===== src/rtl/key_scan_pkg.sv =====
// key_scan_pkg: shared channel state type and width helper for the key scanner
package key_scan_pkg;
    typedef enum logic [1:0] {IDLE, HELD, REPEAT} ch_state_t;
    function automatic int code_width(input int n);
        return $clog2(n + 1);
    endfunction
endpackage


===== src/rtl/key_scan_ch.sv =====
// key_scan_ch: one key channel - synchroniser, tick debounce, hold/long/repeat FSM
module key_scan_ch
    import key_scan_pkg::*;
#(
    parameter int DEB_TICKS    = 20,
    parameter int LONG_TICKS   = 1000,
    parameter int REPEAT_TICKS = 200,
    parameter int ACTIVE_HIGH  = 1
) (
    input  logic clk_in,
    input  logic rst,
    input  logic tick,
    input  logic key_raw,
    output logic lvl,
    output logic press,
    output logic rel,
    output logic lng,
    output logic rpt
);
    localparam int DW = $clog2(DEB_TICKS + 1);
    localparam int LW = $clog2(LONG_TICKS + 1);
    localparam int RW = REPEAT_TICKS > 0 ? $clog2(REPEAT_TICKS + 1) : 1;
    logic [1:0] sync;
    logic [DW-1:0] deb_cnt;
    logic [LW-1:0] hold_cnt;
    logic [RW-1:0] rep_cnt;
    ch_state_t state;
    always_ff @(posedge clk_in) begin
        if (!rst) begin
            sync <= '0;
            deb_cnt <= '0;
            hold_cnt <= '0;
            rep_cnt <= '0;
            state <= IDLE;
            lvl <= 1'b0;
            press <= 1'b0;
            rel <= 1'b0;
            lng <= 1'b0;
            rpt <= 1'b0;
        end else begin
            sync <= {sync[0], ACTIVE_HIGH != 0 ? key_raw : ~key_raw};
            press <= 1'b0;
            rel <= 1'b0;
            lng <= 1'b0;
            rpt <= 1'b0;
            if (tick) begin
                // a level flip takes priority over hold/repeat bookkeeping on the same tick
                if (sync[1] != lvl && deb_cnt == DW'(DEB_TICKS - 1)) begin
                    deb_cnt <= '0;
                    lvl <= sync[1];
                    hold_cnt <= '0;
                    rep_cnt <= '0;
                    press <= sync[1];
                    rel <= ~sync[1];
                    state <= sync[1] ? HELD : IDLE;
                end else begin
                    deb_cnt <= sync[1] != lvl ? deb_cnt + 1'b1 : '0;
                    case (state)
                        HELD: begin
                            hold_cnt <= hold_cnt + 1'b1;
                            if (hold_cnt == LW'(LONG_TICKS - 1)) begin
                                lng <= 1'b1;
                                rep_cnt <= '0;
                                state <= REPEAT;
                            end
                        end
                        REPEAT: begin
                            if (REPEAT_TICKS > 0) begin
                                rpt <= rep_cnt == RW'(REPEAT_TICKS - 1);
                                rep_cnt <= rep_cnt == RW'(REPEAT_TICKS - 1) ? '0 : rep_cnt + 1'b1;
                            end
                        end
                        default: ;
                    endcase
                end
            end
        end
    end
endmodule


===== src/rtl/key_scan_mc.sv =====
// key_scan_mc: N-channel key conditioner with shared sample tick and priority key code
module key_scan_mc
    import key_scan_pkg::*;
#(
    parameter int NUM_KEYS     = 4,
    parameter int TICK_DIV     = 50_000,
    parameter int DEB_TICKS    = 20,
    parameter int LONG_TICKS   = 1000,
    parameter int REPEAT_TICKS = 200,
    parameter int ACTIVE_HIGH  = 1
) (
    input  logic                               clk_in,
    input  logic                               rst,
    input  logic [NUM_KEYS-1:0]                key_in,
    output logic [NUM_KEYS-1:0]                key_level,
    output logic [NUM_KEYS-1:0]                key_press,
    output logic [NUM_KEYS-1:0]                key_release,
    output logic [NUM_KEYS-1:0]                key_long,
    output logic [NUM_KEYS-1:0]                key_repeat,
    output logic [code_width(NUM_KEYS)-1:0]    key_code,
    output logic                               key_pressed_out,
    output logic                               key_multi
);
    localparam int CW = code_width(NUM_KEYS);
    localparam int TW = $clog2(TICK_DIV);
    logic [TW-1:0] tick_cnt;
    logic tick;
    logic [CW-1:0] code_n;
    assign tick = tick_cnt == TW'(TICK_DIV - 1);
    always_ff @(posedge clk_in) begin
        if (!rst) tick_cnt <= '0;
        else tick_cnt <= tick ? '0 : tick_cnt + 1'b1;
    end
    for (genvar i = 0; i < NUM_KEYS; i++) begin : g_ch
        key_scan_ch #(
            .DEB_TICKS(DEB_TICKS),
            .LONG_TICKS(LONG_TICKS),
            .REPEAT_TICKS(REPEAT_TICKS),
            .ACTIVE_HIGH(ACTIVE_HIGH)
        ) u_ch (
            .clk_in(clk_in),
            .rst(rst),
            .tick(tick),
            .key_raw(key_in[i]),
            .lvl(key_level[i]),
            .press(key_press[i]),
            .rel(key_release[i]),
            .lng(key_long[i]),
            .rpt(key_repeat[i])
        );
    end
    // scan downwards so the lowest-index pressed key wins
    always_comb begin
        code_n = '0;
        for (int i = NUM_KEYS - 1; i >= 0; i--)
            if (key_level[i]) code_n = CW'(i + 1);
    end
    always_ff @(posedge clk_in) begin
        if (!rst) begin
            key_code <= '0;
            key_pressed_out <= 1'b0;
            key_multi <= 1'b0;
        end else begin
            key_code <= code_n;
            key_pressed_out <= |key_level;
            key_multi <= (key_level & (key_level - 1'b1)) != '0;
        end
    end
endmodule


===== config.mk =====
export PLATFORM = sky130hd
export DESIGN_NAME = key_scan_mc
export DESIGN_NICKNAME = d
export VERILOG_FILES = /design/src/rtl/key_scan_pkg.sv /design/src/rtl/key_scan_ch.sv /design/src/rtl/key_scan_mc.sv
export SDC_FILE = /design/constraint.sdc
export NUM_CORES = 1
export LEC_CHECK = 0
export BUFFER_PORTS_ARGS = -buffer_cell sky130_fd_sc_hd__buf_2
export CAP_MARGIN = 15
export CORE_MARGIN = 5
export CORE_UTILIZATION = 50
export DETAILED_ROUTE_END_ITERATION = 12
export GPL_TIMING_DRIVEN = 0
export PLACE_DENSITY = 0.67
export SYNTH_ARGS = -nofsm -noshare
export SYNTH_HDL_FRONTEND = slang
export SYNTH_HIERARCHICAL = 1
export SYNTH_SLANG_ARGS = --single-unit

===== constraint.sdc =====
create_clock -name clk_in -period 5.3 [get_ports clk_in]
set_input_delay 0.265 -clock clk_in [delete_from_list [all_inputs] [get_ports clk_in]]
set_output_delay 0.265 -clock clk_in [all_outputs]
set_load 0.005 [all_outputs]

[Word level (Yosys, flattened, before mapping)]
Index checks and enable logic that the tools add are counted.
Word-level totals
  word-level logic and storage cells: 209
  output and inout port bits: 25
  input port bits: 6
  register bits after elaboration: 149
Cells by class
  multiplexer cells: 56
  reduce and logical (&&, ||, !) cells: 49
  equality and inequality tests: 29
  $add $sub $neg: 14
  bitwise operators: 15
Operator list (number)
  two-way mux 8 bit: 12
  two-way mux 10 bit: 8
  case mux 8 bit (2 select lines): 4
  adder 10 x 1 -> 10 bit, second input constant: 4
  equality test 10 bit, second input constant: 4
  two-way mux 5 bit: 8
  OR reduction 4 bit: 10
  AND reduction 3 bit: 12
  adder 8 x 1 -> 8 bit, second input constant: 4
  equality test 8 bit, second input constant: 4
  two-way mux 2 bit: 14
  adder 5 x 1 -> 5 bit, second input constant: 4
  equality test 5 bit, second input constant: 4
  adder 16 x 1 -> 16 bit, second input constant: 1
  equality test 16 bit, second input constant: 1
  AND reduction 2 bit: 8
  nonzero test 2 bit: 8
  inverter 1 bit: 14
  != test 3 x 1 -> 1 bit, second input constant: 4
  nonzero test 3 bit: 4
  two-way mux 1 bit: 9
  equality test 2 x 1 -> 1 bit, second input constant: 4
  equality test 2 bit, second input constant: 4
  AND 4 bit: 1
  other kinds (6): 13

[Logic depth before layout (Yosys ltp)]
  depth after elaboration: 4
  gate-level depth with buffers: 9
  gate-level depth less buffers: 8

[By module]
The synthesis kept the hierarchy.
Modules (own cells, without submodules)
  key_scan_ch: cells each 168, seq. area each 640.6 um^2, area each 1560.2 um^2, instances 4
  key_scan_mc: cells each 93, seq. area each 420.4 um^2, area each 890.9 um^2, instances 1

[Worst setup path after synthesis]
OpenSTA, ideal clock, no wires.
  kind: reg2reg
  start: register tick_cnt[7]
  end: register g_ch[0].u_ch.deb_cnt[3]
  arrival time: 2.068 ns
  slack: 3.106 ns
  library setup time: 0.126 ns
  required time: 5.174 ns
  stages on the path, launching flop included: 8
  cells stage by stage: dfxtp_1 -> or4b_1 -> nor4_4 -> clkbuf_8 -> clkbuf_1 -> nand4_1 -> xor2_1 -> nor2_1
Between the ends
  word-level cells in the longest chain between the ends: 1
Ends and longest elaborated chain
  start: declaration: line key_scan_mc.sv:26  | logic [TW-1:0] tick_cnt;
  start signal: assignment: line key_scan_mc.sv:32  | else tick_cnt <= tick ? '0 : tick_cnt + 1'b1;
  equality test 16 bit: line key_scan_mc.sv:29  | assign tick = tick_cnt == TW'(TICK_DIV - 1);
  via tick: line key_scan_mc.sv:27  | logic tick;
  end signal: assignment: line key_scan_ch.sv:57  | deb_cnt <= sync[1] != lvl ? deb_cnt + 1'b1 : '0;
  end: declaration: line key_scan_ch.sv:24  | logic [DW-1:0] deb_cnt;
The timed path passes the listed nets, and every way through them passes these cells.
A chain may end at the register's enable or synchronous reset.

[Worst setup path after layout]
  start: register tick_cnt[0]
  end: register g_ch[1].u_ch.deb_cnt[3]
Between the ends
  word-level cells in the longest chain between the ends: 1
Ends and longest elaborated chain (line)
  equality test 16 bit: key_scan_mc.sv:29
  via tick: key_scan_mc.sv:27
  end signal: assignment: key_scan_ch.sv:57
  end: declaration: key_scan_ch.sv:24
The timed path passes the listed nets, and every way through them passes these cells.

==> summary.md <==
The logs give 0.42 ns for the worst-skew pair later-pin latency and 4 for the CTS H-tree depth. The initial cell density of the core was 0.512. The largest net degree at the start of global routing was 24. The first global-routing pass estimated 24,700 um of wire. The diode insertion count for antenna repair is 0. Largest fanout on the critical path: 10. The cell area that synthesis handed to floorplanning was 7130 um^2. After detailed placement, the total cell area comes to 7510 um^2. In this run the horizontal extent of the chip is 129 um.

The number of slew-limit violations in the final report was 0. The critical path crosses 8 cells after its start point. From synthesis to final layout, the design area changed by 13.3%. The number of nets in the synthesized netlist is 784. The switching power share of the total came out at 0.203. STA classifies the critical path endpoint as a register. The signal on the critical path passes through ha_1, nand3_1, nor4_4, clkbuf_8, clkbuf_1, nand4_1, xor2_1, nor2_1. Across all layers, the routed design uses 5,616 vias.

In the layout the commonest cells are dfxtp_1 (149), nor2_1 (111), nand2_1 (63), nand3_1 (49). After the last flow step, the layout net total stands at 833. After clock tree synthesis, the clock-pin slew on the worst setup and hold paths is 0.06 ns.

Gates resized during post-CTS repair numbered 0. The predominant post-synthesis flop cell was dfxtp_1. The tools report the starting DRC count in detailed routing as 248. The slowest stage of the critical path belongs to the cell nor4_4. The path class of the tightest hold or removal check is in -> reg. The logs give 43 for the number of core rows and 149 for the clock net sink count. The tools report the filler-free cell count of the finished design as 1,006. For the pin with the worst max-slew slack, the measured transition is 0.604 ns. The gate count after technology mapping came out at 765. The count of nets left with antenna violations once routing finished came out at 0. The total global routing track utilization is 0.178, and the cell count of the worst hold path is 2. Timing would allow up to 0.370 GHz.

The number of global-route vias before repair was 5,506. The tools report the proportion of power drawn by the clock network as 0.499. The run gives 0.580 as the final cell utilization of the core. Final critical-path share of the clock period: 0.509.

STA classifies the critical path startpoint as a register. Input and output buffers added on the ports amount to 30. Routed wire length per instance: 14.2 um.

Clock skew on the completed layout was measured at 0.00606 ns. The number of placed instances with taps included is 975. The TritonCTS buffer count was 17; the count of pins on the block boundary was 31.

The run gives 0 as the number of maximum-capacitance constraint violations. The leading cell type in the layout, fill and taps excluded is dfxtp_1. Summed over all layers, the global routing overflow is 0. The setup path with the least slack is of type reg -> reg. The run gives 0.594 as the worst slew margin relative to its limit. IR analysis of the VDD net gives a maximum drop of 0.229 mV. In this run the clock root is driven by a clkbuf_16. The number of hold buffers added after CTS is 0, and the die area is 16,800 um^2. The average cell area after synthesis was 9.32 um^2. The setup slack of the worst register-to-register path was 2.60 ns. Power spread over the standard cell area amounts to 289 nW/um^2.

The tools report the routability congestion estimate from global placement as 0.837. For the number of failing hold endpoints at the final stage, the log shows 0. In the routed layout, each cell is associated on average with a via count of 5.58. The tools report the number of antenna violations at the first check in global routing as 0. The flow ran to the end, and the final reports show no timing, DRC or antenna violations.

In this design, the stage delay of the slowest critical-path cell is 0.62 ns. The proportion of layout cells with a drive suffix above 1 was 0.145. The fraction of power consumed by combinational cells was 0.017; the relative contribution of sequential cells to total power was 0.484. In this run the vertical extent of the chip is 129 um.

Setup violations remaining at the end of the flow were counted as 0. The static leakage came out at 3.00 nW. TritonCTS built the clock tree. The tools report the final cell area excluding filler cells as 8080 um^2.

The largest delay contributor family on the critical path is simple AND/OR/NAND/NOR gates. The share of flip-flops with an asynchronous set or reset after synthesis was 0. For the worst setup path, the data required time is 5.58 ns. The net switching power of the design is 0.000473 W, and the sum of negative setup slack is 0 ns. The region available for standard cell placement spans 13,900 um^2. The critical path buffer and inverter count was 2. Sequential cell area fraction in the yosys report: 0.418. Counting along the longest clock path gives a buffer depth of 2. The run gives 6 as the count of warnings emitted by yosys. In the routed design, unresolved DRC markers number 0. The detailed-routing iteration count for the pre-antenna-repair pass was 5.

Once detailed placement completed, the half-perimeter wirelength came to 10,000 um. After clock tree synthesis, the setup repair step added 0 buffers. Counting flops with a built-in enable in the synthesized netlist gives 0. The routed design could run at a clock period as short as 2.70 ns.

At the worst endpoint, the arrival time is 2.98 ns. The number of cell instances on the worst register-to-register path is 8, and the detailed-route wire length is 14,300 um. The internal power of the cells totals 0.00186 W. Flip-flop and latch count after synthesis: 149. Setup repair after global routing left no endpoint under its margin. In this run, distinct cell masters in the synthesized netlist total 54.
registers in the layout (all words and copies together), names as in the netlist, 8 cells and up:
| name | flops |
|---|---|
| g_ch.u_ch/rep_cnt | 32 |
| g_ch.u_ch/state | 8 |
| g_ch.u_ch/sync | 8 |
| g_ch.u_ch/hold_cnt | 40 |
| tick_cnt | 16 |
| g_ch.u_ch/deb_cnt | 20 |
cell families after synthesis:
| group | synth area share |
|---|---|
| compound gates | 0.108 |
| mux | 0.0175 |
| simple gates | 0.336 |
| flops | 0.418 |
| buf+inv | 0.0219 |
| fa+ha+maj | 0.0228 |
| xor+xnor | 0.0754 |
area by class of cell:
class                           instances  area [um^2]
Clock inverter                         10          105
Inverter                               12         45.0
Timing Repair Buffer                   30          150
Sequential cell                       149         2980
Multi-Input combinational cell        587         3990
Buffer                                 17          111
Clock buffer                           21          470
Tap cell                              180          225
Fill cell                            1209         5850
per-layer routing:
layer | vias up | global-route usage | wire (um)
met2 | 98 | 0.313 | 7070
li1 | 2819 | - | -
met5 | - | 0 | 0
met1 | 2683 | 0.214 | 6620
met3 | 16 | 0.0392 | 457
met4 | 0 | 0.0666 | 184
final timing paths:
path / from / end
setup / recovery: tick_cnt[0] / g_ch[1].u_ch/deb_cnt[3]
hold / removal: key_in[2] / g_ch[2].u_ch/sync[0]
setup reg to reg: tick_cnt[0] / g_ch[1].u_ch/deb_cnt[3]
hold reg to reg: g_ch[3].u_ch/sync[0] / g_ch[3].u_ch/sync[1]
power by group through the flow:
stage / Clock [W] / Sequential (W) / Combinational (W)
after floorplan: 0 / 0.00115 / 0.0000280
after global placement: 0 / 0.00115 / 0.0000393
after detailed placement: 0 / 0.00115 / 0.0000405
after CTS: 0.00119 / 0.00113 / 0.0000408
after global routing: 0.00124 / 0.00113 / 0.0000444
final: 0.00117 / 0.00113 / 0.0000404
per-stage QoR:
step / power (W) / hold slack (ns) / setup slack, ns
after floorplan: 0.00118 / 0.383 / 3.11
after global placement: 0.00119 / 0.414 / 2.70
after detailed placement: 0.00119 / 0.424 / 2.64
after CTS: 0.00236 / 0.0317 / 2.59
after global routing: 0.00241 / 0.0445 / 2.34
final: 0.00234 / 0.0476 / 2.60
synthesized netlist by cell type, drive strengths merged, types with 5 or more instances:
cell type  number  area share
mux2i           8       0.011
nor4           14       0.023
nand4b          5      0.0061
o21bai          5      0.0053
a221o           8       0.011
nand2b          8      0.0070
nor2b          25       0.022
o211ai         12       0.013
nand3          49       0.034
a21boi         12       0.013
ha             13       0.023
and3           28       0.025
nor3b           9      0.0095
a31oi          12       0.011
nor4b           8       0.022
nand4          23       0.029
o21ai          24       0.023
a21oi          17       0.012
and2           17       0.016
nor2          115       0.065
nor3           15       0.011
xor2           30       0.037
clkbuf         16       0.014
xnor2          28       0.039
nand2          63       0.033
inv            12      0.0063
dfxtp         149        0.42
(Power assumes the default switching activity.)
